File: src/rtl/mult_acc_pkg.sv
// Shared types and default widths for the product accumulator.
package mult_acc_pkg;

    localparam int P_W_DEF   = 16;
    localparam int ACC_W_DEF = 24;
    localparam int CNT_W_DEF = 8;

    typedef enum logic [1:0] {
        IDLE = 2'd0,
        ACC  = 2'd1,
        OUT  = 2'd2
    } state_e;

endpackage

File: src/rtl/mult_product_accumulator.sv
// Sums len_i consecutive multiplier products and presents the total on a valid/ready port.
// Define MULT_ACC_SAT_EN to saturate on overflow instead of wrapping.
module mult_product_accumulator
    import mult_acc_pkg::*;
#(
    parameter int P_W   = P_W_DEF,
    parameter int ACC_W = ACC_W_DEF,
    parameter int CNT_W = CNT_W_DEF
) (
    input  logic             clk,
    input  logic             rst,
    input  logic             start_i,
    input  logic [CNT_W-1:0] len_i,
    input  logic [P_W-1:0]   prod_i,
    input  logic             prod_valid_i,
    output logic             prod_ready_o,
    output logic [ACC_W-1:0] sum_o,
    output logic             sum_valid_o,
    input  logic             sum_ready_i,
    output logic             busy_o,
    output logic             ovf_o
);

    state_e           state_q, state_d;
    logic [ACC_W-1:0] acc_q, acc_d;
    logic [ACC_W-1:0] sum_q, sum_d;
    logic [CNT_W-1:0] cnt_q, cnt_d;
    logic [CNT_W-1:0] len_q, len_d;
    logic             ovf_q, ovf_d;

    logic [ACC_W:0]   prod_ext;
    logic [ACC_W:0]   add_full;
    logic [ACC_W-1:0] add_res;
    logic             last_term;

    always_comb begin
        prod_ext           = '0;
        prod_ext[P_W-1:0]  = prod_i;
    end

    assign add_full = {1'b0, acc_q} + prod_ext;

`ifdef MULT_ACC_SAT_EN
    // once saturated, any further add carries out again, so all-ones is sticky
    assign add_res = add_full[ACC_W] ? '1 : add_full[ACC_W-1:0];
`else
    assign add_res = add_full[ACC_W-1:0];
`endif

    // len_q is never 0 in ACC, so cnt stops at len_q-1 and never wraps
    assign last_term = (cnt_q == (len_q - CNT_W'(1)));

    always_comb begin
        state_d = state_q;
        acc_d   = acc_q;
        sum_d   = sum_q;
        cnt_d   = cnt_q;
        len_d   = len_q;
        ovf_d   = ovf_q;
        case (state_q)
            IDLE: begin
                if (start_i) begin
                    acc_d = '0;
                    ovf_d = 1'b0;
                    if (len_i != '0) begin
                        len_d   = len_i;
                        cnt_d   = '0;
                        state_d = ACC;
                    end else begin
                        sum_d   = '0;
                        state_d = OUT;
                    end
                end
            end
            ACC: begin
                if (prod_valid_i) begin
                    acc_d = add_res;
                    cnt_d = cnt_q + CNT_W'(1);
                    if (add_full[ACC_W]) ovf_d = 1'b1;
                    if (last_term) begin
                        sum_d   = add_res;
                        state_d = OUT;
                    end
                end
            end
            OUT: begin
                if (sum_ready_i) state_d = IDLE;
            end
            default: state_d = IDLE;
        endcase
    end

    always_ff @(posedge clk or posedge rst) begin
        if (rst) begin
            state_q <= IDLE;
            acc_q   <= '0;
            sum_q   <= '0;
            cnt_q   <= '0;
            len_q   <= '0;
            ovf_q   <= 1'b0;
        end else begin
            state_q <= state_d;
            acc_q   <= acc_d;
            sum_q   <= sum_d;
            cnt_q   <= cnt_d;
            len_q   <= len_d;
            ovf_q   <= ovf_d;
        end
    end

    assign prod_ready_o = (state_q == ACC);
    assign sum_valid_o  = (state_q == OUT);
    assign busy_o       = (state_q != IDLE);
    assign sum_o        = sum_q;
    assign ovf_o        = ovf_q;

endmodule

File: config.mk
export PLATFORM = sky130hd
export DESIGN_NAME = mult_product_accumulator
export DESIGN_NICKNAME = d
export VERILOG_FILES = /design/src/rtl/mult_acc_pkg.sv /design/src/rtl/mult_product_accumulator.sv
export SDC_FILE = /design/constraint.sdc
export NUM_CORES = 1
export LEC_CHECK = 0
export BUFFER_PORTS_ARGS = -buffer_cell sky130_fd_sc_hd__buf_2
export CAP_MARGIN = 20
export CELL_PAD_IN_SITES_DETAIL_PLACEMENT = 1
export CELL_PAD_IN_SITES_GLOBAL_PLACEMENT = 1
export CORE_AREA = 4 4 104 106
export CTS_CLUSTER_SIZE = 10
export DETAILED_ROUTE_END_ITERATION = 8
export DIE_AREA = 0 0 108 110
export HOLD_SLACK_MARGIN = 0.12
export PLACE_DENSITY_LB_ADDON = 0.1
export SLEW_MARGIN = 20
export SYNTH_ARGS = -nofsm -noshare
export SYNTH_HDL_FRONTEND = slang
export SYNTH_SLANG_ARGS = --single-unit
export TNS_END_PERCENT = 100
File: constraint.sdc
create_clock -name clk -period 3.2 [get_ports clk]
set_input_delay 0.64 -clock clk [delete_from_list [all_inputs] [get_ports clk]]
set_output_delay 0.64 -clock clk [all_outputs]
set_load 0.1 [all_outputs]
==> results.txt, run 1 <==
Status -> completed
Antenna Nets Post-Route -> 0
RR Endpoint -> sum_o[8]$_DFFE_PP0P_
Proportion of power drawn by the clock network -> 12.0%
Synthesized cell area -> 0.004393 mm2
Critical Path Start -> len_q[0]$_DFFE_PP0P_
Slowest stage delay, CP -> 730 ps
Drt wl/cell -> 18.93 um
Clock latency on the worst-skew pair -> 350 ps
Core Box Area -> 0.009774 mm2
Worst-Margin Slew -> 895.1 ps
Gp weighted congestion -> 0.9123
Final Cell Area -> 0.005017 mm2
Largest net degree at the start of global routing -> 68
M1 WL -> 5.968 mm
Vias in the first global route -> 4215
Placed wire-length estimate -> 9.490 mm
Area after DPL -> 0.004846 mm2
Final wirelength -> 12.76 mm
Worst VDD drop -> 0.4840 mV
Number of I/O pins -> 57
First-pass GRT wire length -> 21.53 mm
Crit path time final -> 2946 ps
DP Cell Count -> 658
Most frequent cells in the layout -> 67 x dfrtp_1, 56 x buf_2, 47 x nand2_1
Pre-antenna DRT Iters -> 4
Ys Warns -> 0
Pleak -> 2.343 nW
Leading cell type in the layout, fill and taps excluded -> dfrtp_1
Crit path max-delay cell type -> or4_4
R2R Path Start -> len_q[0]$_DFFE_PP0P_
Worst hold path type -> reg2reg
# clock sinks -> 67
IO buf count -> 56
Critical path endpoint -> sum_o[8]$_DFFE_PP0P_
P_sw -> 2.877 mW
Finished Layout Cells -> 674
Slew Viols, Final -> 0
Cts-stage hold buffer count -> 0
Initial antenna violation count -> 0
CP Data Required Time -> 3440 ps
Final nets -> 584
Worst-path cell chain -> inv_1 -> ha_1 -> o21ba_1 -> a221oi_2 -> a41oi_2 -> or4_4 -> nand2_4 -> mux2_2
Met2 Wirelength -> 6.161 mm
Width of the die -> 108 um
Total CTS buffers -> 9
Fin crit share -> 92.06%
CP startpoint kind -> register
Initial Util -> 44.94%
EDFF count, synth -> 0
Comb power frac -> 60.8%
Worst Setup Path Type -> reg2reg
CTS tree -> yes
Netlist cell types -> 67
Critical Path End Type -> register
Share of layout cells above drive strength 1 -> 22.74%
Part of the power in registers -> 27.2%
Buf/Inv on CP -> 1
Internal -> 2.527 mW
Most frequently used flop master after synthesis -> dfrtp_1
Root Buffer -> clkbuf_8
Post-route worst setup slack -> 254.1 ps
RSZ-0062 raised after global routing -> false
Net count after synthesis -> 524
Vias -> 3942
Worst slack at placement -> 30.91 ps
Gr ovfl total -> 0
DR top layer -> met4
Fmax -> 339.5 MHz
Synthesis-to-layout area growth -> 14.21%
Setup Buffers After CTS -> 0
Sw Share -> 53.24%
Final hold violation count -> 0
Avg Vias per Cell -> 5.849
Synthesis-stage register bit count -> 67
CTS Buffer Depth -> 2
DR WL met3 -> 434 um
CP top delay family -> simple AND/OR/NAND/NOR gates
Drt drc -> 0
Crit path max fanout -> 13
Post-cts resize count -> 0
Critical Path AT -> 3190 ps
Die area -> 0.01188 mm2
CTS H-tree lvls -> 3
Die extent in y -> 110 um
Clock Skews -> 10.23 ps
Crit path depth -> 8
Synth Area per Inst -> 9.229 um2
# setup viols final -> 0
Worst reg2reg path depth -> 8
Clock transition at path regs -> 80 ps
Diode count -> 0
Sequential fraction of the synthesis area -> 38.17%
PD cells -> 1077 mW/mm2
Overall Global Routing Usage -> 23.15%
FP Rows -> 36
Maxcap violations -> 0
Initial drt markers -> 220
Total negative setup slack -> 0 ps
Setup slack, reg-to-reg -> 250 ps
Synth Instances -> 476
Post-synth ARST share -> 100.0%
Rel. slew slack -> 40.33%
[state kept, by name (all words and copies together) (netlist names)]
| register | flops |
|---|---|
| acc_q | 24 |
| sum_o | 24 |
| cnt_q | 8 |
| len_q | 8 |
| state_q | 2 |
| ovf_o | 1 |
[synthesized netlist by cell type, types with 2 or more instances]
library cell | n | area share, %
xnor2_1 | 10 | 2.0
dfrtp_1 | 67 | 38
or3_1 | 2 | 0.28
mux2i_1 | 5 | 1.1
nand4_1 | 10 | 1.4
and4_1 | 3 | 0.60
nand2_1 | 47 | 4.0
a22o_1 | 4 | 0.80
nor3b_1 | 2 | 0.34
a211oi_1 | 5 | 0.85
o31ai_1 | 5 | 0.85
mux2_4 | 8 | 2.7
ha_1 | 18 | 5.1
clkbuf_1 | 15 | 1.3
a2111oi_0 | 2 | 0.40
o41ai_2 | 2 | 0.74
buf_1 | 2 | 0.17
mux2_2 | 15 | 3.8
nor4_1 | 6 | 0.85
a211o_1 | 3 | 0.60
nor2b_1 | 6 | 0.85
and2_1 | 3 | 0.43
o21ai_0 | 25 | 2.8
nand3_1 | 27 | 3.1
nor3_1 | 13 | 1.5
a41oi_1 | 2 | 0.40
a22oi_1 | 2 | 0.34
nor2_1 | 33 | 2.8
inv_1 | 17 | 1.5
xor2_1 | 14 | 2.8
or2_2 | 5 | 0.71
buf_2 | 3 | 0.34
o2111ai_1 | 4 | 0.80
nand2b_1 | 2 | 0.28
o21a_1 | 7 | 1.2
and3_1 | 7 | 1.0
o211ai_1 | 9 | 1.5
a21oi_1 | 25 | 2.8
or4_1 | 4 | 0.68
a21o_1 | 7 | 1.2
a31oi_1 | 4 | 0.57
[worst min-delay path, delay by kind of cell, from the launching register on]
family / cells / cell delay (ps)
DFF: 1 / 350
and+or+nand+nor: 2 / 100
[worst min path at each step]
stage                            to  depth (start not counted)  slack, ps                  from
3_3_place_gp   acc_q[0]$_DFFE_PP0P_                          2        460  acc_q[0]$_DFFE_PP0P_
6_report       acc_q[0]$_DFFE_PP0P_                          2        480  acc_q[0]$_DFFE_PP0P_
2_1_floorplan  acc_q[0]$_DFFE_PP0P_                          2        440  acc_q[0]$_DFFE_PP0P_
4_1_cts        acc_q[0]$_DFFE_PP0P_                          2        490  acc_q[0]$_DFFE_PP0P_
3_5_place_dp   acc_q[0]$_DFFE_PP0P_                          2        470  acc_q[0]$_DFFE_PP0P_
5_1_grt        sum_o[5]$_DFFE_PP0P_                          1        510  sum_o[5]$_DFFE_PP0P_
[power by group through the flow]
stage               Sequential [mW]  Clock [mW]  Combinational [mW]
floorplan                      2.03           0                1.95
global placement               1.47           0                3.17
detailed placement             1.48           0                3.28
CTS                            1.47       0.665                3.29
global route                   1.52       0.710                3.59
finish                         1.47       0.648                3.29
[cell families after synthesis]
family	Yosys count	synth area share, %
xor+xnor	24	4.785
compound gates	123	19.80
flops	67	38.17
fa+ha+maj	19	5.583
mux	28	7.719
simple gates	177	20.25
buf+inv	38	3.703
[per-layer routing]
metal | vias up | track usage, %
li1 | 1885 | -
met1 | 1977 | 31.29
met2 | 63 | 38.41
met3 | 17 | 3.553
met4 | 0 | 7.304
met5 | - | 0
[area by class of cell]
| class | count | area (um2) |
|---|---|---|
| flip-flops and latches | 67 | 1677 |
| fillers | 1185 | 4757 |
| well taps | 133 | 166.4 |
| clock buffers | 12 | 145.1 |
| inverters | 17 | 63.81 |
| repair buffers | 70 | 385.4 |
| clock inverters | 4 | 26.28 |
| multi-input cells | 371 | 2554 |
[per-stage QoR]
| step | power (mW) | hold WS, ps | util, % |
|---|---|---|---|
| after CTS | 5.427 | 486.9 | 51.33 |
| after floorplan | 3.983 | 442.8 | - |
| after detailed placement | 4.758 | 471.1 | 49.58 |
| after global placement | 4.639 | 458.8 | 49.58 |
| after global routing | 5.825 | 511.6 | 51.33 |
| final | 5.404 | 484.6 | 51.33 |
(Power assumes the default switching activity.)
==> run 2, diff against run 1 <==
--- a/config.mk
+++ b/config.mk
@@ -5,14 +5,15 @@
 export SDC_FILE = /design/constraint.sdc
 export NUM_CORES = 1
 export LEC_CHECK = 0
+export ABC_AREA = 1
 export BUFFER_PORTS_ARGS = -buffer_cell sky130_fd_sc_hd__buf_2
 export CAP_MARGIN = 20
 export CELL_PAD_IN_SITES_DETAIL_PLACEMENT = 1
 export CELL_PAD_IN_SITES_GLOBAL_PLACEMENT = 1
-export CORE_AREA = 4 4 104 106
+export CORE_AREA = 4 4 111 113
 export CTS_CLUSTER_SIZE = 10
 export DETAILED_ROUTE_END_ITERATION = 8
-export DIE_AREA = 0 0 108 110
+export DIE_AREA = 0 0 115 117
 export HOLD_SLACK_MARGIN = 0.12
 export PLACE_DENSITY_LB_ADDON = 0.1
 export SLEW_MARGIN = 20
==> results.txt, run 2 <==
Setup Buffers After CTS -> 0 (unchanged)
Ys Warns -> 0 (unchanged)
Sequential fraction of the synthesis area -> 35.64% (-2.5 points)
Drt wl/cell -> 16.25 um (-14%)
CTS tree -> yes
RSZ-0062 raised after global routing -> false
Commonest cells post-synth -> 282 x nand2_1, 84 x inv_1, 74 x nor2_1
Comb power frac -> 59.0% (-1.8 points)
PD cells -> 1143 mW/mm2 (+6.1%)
Overall Global Routing Usage -> 23.85% (+0.70 points)
Net count after synthesis -> 755 (+44%)
CTS Buffer Depth -> 2 (unchanged)
Final hold violation count -> 0 (unchanged)
Diode count -> 0 (unchanged)
Fillcell total -> 1545 (+30%)
Met3 Usage GRT -> 3.393% (-0.16 points)
Share of layout cells above drive strength 1 -> 15.34% (-7.4 points)
Fin crit share -> 79.18% (-13 points)
Cts-stage hold buffer count -> 0 (unchanged)
Root Buffer -> clkbuf_16
Final wirelength -> 14.82 mm (+16%)
Netlist cell types -> 41 (-39%)
P_sw -> 3.476 mW (+21%)
Initial drt markers -> 216 (-1.8%)
Final Cell Area -> 0.005444 mm2 (+8.5%)
Most frequently used flop master after synthesis -> dfrtp_1
# clock sinks -> 67 (unchanged)
Placed wire-length estimate -> 11.28 mm (+19%)
First-pass GRT wire length -> 24.89 mm (+16%)
Area after DPL -> 0.005117 mm2 (+5.6%)
Initial antenna violation count -> 0 (unchanged)
Gr ovfl total -> 0 (unchanged)
Area leader, netlist -> dfrtp_1
Antenna Nets Post-Route -> 0 (unchanged)
Slowest stage delay, CP -> 510 ps (-220 ps)
Multi-input gate area -> 0.002590 mm2 (+1.4%)
Synthesized cell area -> 0.004705 mm2 (+7.1%)
IO buf count -> 56 (unchanged)
Worst-Margin Slew -> 662.2 ps (-232.9 ps)
Leading cell type in the layout, fill and taps excluded -> nand2_1
Post-synth top area share -> 35.64% (-2.5 points)
CP dominant cell by count -> inv_2
Total negative setup slack -> 0 ps (unchanged)
Crit path max fanout -> 16 (+3)
Die extent in y -> 117 um (+6.4%)
Proportion of power drawn by the clock network -> 17.7% (+5.7 points)
Clock latency on the worst-skew pair -> 340 ps (about the same)
Top Usage Layer GRT -> met2
# setup viols final -> 0 (unchanged)
Synth area leaders -> dfrtp_1 36%, nand2_1 23%, inv_1 6.7%, nor2_1 5.9%, ha_1 4.8%
Largest net degree at the start of global routing -> 68 (unchanged)
Die area -> 0.01346 mm2 (+13%)
Post-synth ARST share -> 100.0% (unchanged)
Synth Area per Inst -> 6.654 um2 (-28%)
Post-cts resize count -> 0 (unchanged)
Critical Path AT -> 1890 ps (-1300 ps)
Part of the power in registers -> 23.3% (-3.9 points)
Clock Skews -> 8.337 ps (-1.889 ps)
Synthesis-to-layout area growth -> 15.72%
Worst-path cell chain -> inv_2 -> nand2_2 -> inv_2 -> buf_2
Global Route met1 Usage -> 29.97% (-1.3 points)
Sw Share -> 55.88% (+2.6 points)
Most frequent cells in the layout -> 282 x nand2_1, 83 x inv_1, 74 x nor2_1
Worst VDD drop -> 0.5617 mV (+16%)
Fmax -> 394.7 MHz (+16%)
Synth Instances -> 707 (+49%)
Crit path time final -> 2534 ps (-412.1 ps)
Number of I/O pins -> 57 (unchanged)
Clock transition at path regs -> 60 ps (-20 ps)
Register area -> 0.001677 mm2 (unchanged)
EDFF count, synth -> 0 (unchanged)
Worst hold path type -> in2async
Internal -> 2.745 mW (+8.6%)
Avg Vias per Cell -> 5.055 (-14%)
Vias in the first global route -> 4904 (+16%)
Pleak -> 3.060 nW (+31%)
Crit path max-delay cell type -> buf_2
Slew Viols, Final -> 0 (unchanged)
CTS H-tree lvls -> 3 (unchanged)
Rel. slew slack -> 55.75% (+15 points)
Final nets -> 812 (+39%)
Worst Setup Path Type -> reg2out
Width of the die -> 115 um (+6.5%)
Synthesis-stage register bit count -> 67 (unchanged)
FP Rows -> 39 (+8.3%)
Total CTS buffers -> 9 (unchanged)
Drt drc -> 0 (unchanged)
CP startpoint kind -> register
Status -> completed
Top-count cell post-synth -> nand2_1
Maxcap violations -> 0 (unchanged)
Core Box Area -> 0.01132 mm2 (+16%)
Pre-antenna DRT Iters -> 4 (unchanged)
M2 GR Usage -> 42.79% (+4.4 points)
CP Data Required Time -> 2560 ps (-880 ps)
Initial Util -> 41.56% (-3.4 points)
Gp weighted congestion -> 0.8560 (-6.2%)
Critical Path End Type -> primary output
Vias -> 4610 (+17%)
run 2: cell count changes after synthesis, sizes merged, moves of 11 or more:
cell / previous run / this run
nor3: 14 / 3
mux2: 23 / 0
nand3: 27 / 45
nand2: 48 / 305
inv: 17 / 92
clkbuf: 15 / 3
nor2: 34 / 78
run 2: cell type report:
class	count	share of cell area (%)
Multi-Input combinational cell	533	47.58
Sequential cell	67	30.80
Inverter	93	6.412
Timing Repair Buffer	60	5.930
Clock buffer	9	4.137
Tap cell	143	3.287
Clock inverter	7	1.862
run 2: layer usage:
metal  vias to the layer above  share of wire [%]
li1                       2315                  -
met1                      2199                 45
met2                        78                 50
met3                        18                3.8
met4                         0                1.6
met5                         -                  0
run 2: path summary, 6_finish.rpt:
| kind | startpoint | endpoint | slack [ps] | depth (start not counted) |
|---|---|---|---|---|
| min reg2reg | sum_o[4]$_DFFE_PP0P_ | sum_o[4]$_DFFE_PP0P_ | 470 | 2 |
| min in group clk | sum_o[4]$_DFFE_PP0P_ | sum_o[4]$_DFFE_PP0P_ | 470 | 2 |
| max | state_q[1]$_DFFE_PP0P_ | prod_ready_o | 670 | 4 |
| min | rst | sum_o[16]$_DFFE_PP0P_ | 370 | 3 |
| max reg2reg | state_q[0]$_DFFE_PP0P_ | sum_o[17]$_DFFE_PP0P_ | 860 | 9 |
| max in group asynchronous | rst | len_q[2]$_DFFE_PP0P_ | 2510 | 3 |
run 2: through the flow:
stage               hold WS, ps  power [mW]  setup WS [ps]  std cells  utilization (%)
finish                    372.5       6.222          666.2        912            48.09
global route              417.5       6.717          570.0        912            48.09
CTS                       390.7       6.274          637.8        912            48.09
detailed placement        459.8       5.139          608.6        896            45.20
global placement          447.6       5.024          610.6        896            45.20
floorplan                 452.9       4.280          876.8        707                -
run 2: critical path: cells and delay by family (launching register included):
family                 cells  cell delay, ps
buffers and inverters      3            1000
DFF                        1             390
and+or+nand+nor            1             150
run 2: kinds of logic (layout without fill, tap and decap cells):
kind of cell | after synthesis | after routing | share of synthesized area, %
simple gates | 454 | 454 | 42.34
buf+inv | 107 | 169 | 9.308
flops | 67 | 67 | 35.64
compound gates | 53 | 53 | 6.197
fa+ha+maj | 19 | 19 | 5.213
xor+xnor | 7 | 7 | 1.303
run 2: power groups by stage:
stage               Clock, mW  Combinational [mW]  Sequential [mW]
finish                   1.10                3.67             1.45
global route             1.16                4.06             1.49
CTS                      1.12                3.70             1.45
detailed placement          0                3.68             1.46
global placement            0                3.57             1.45
floorplan                   0                2.13             2.15
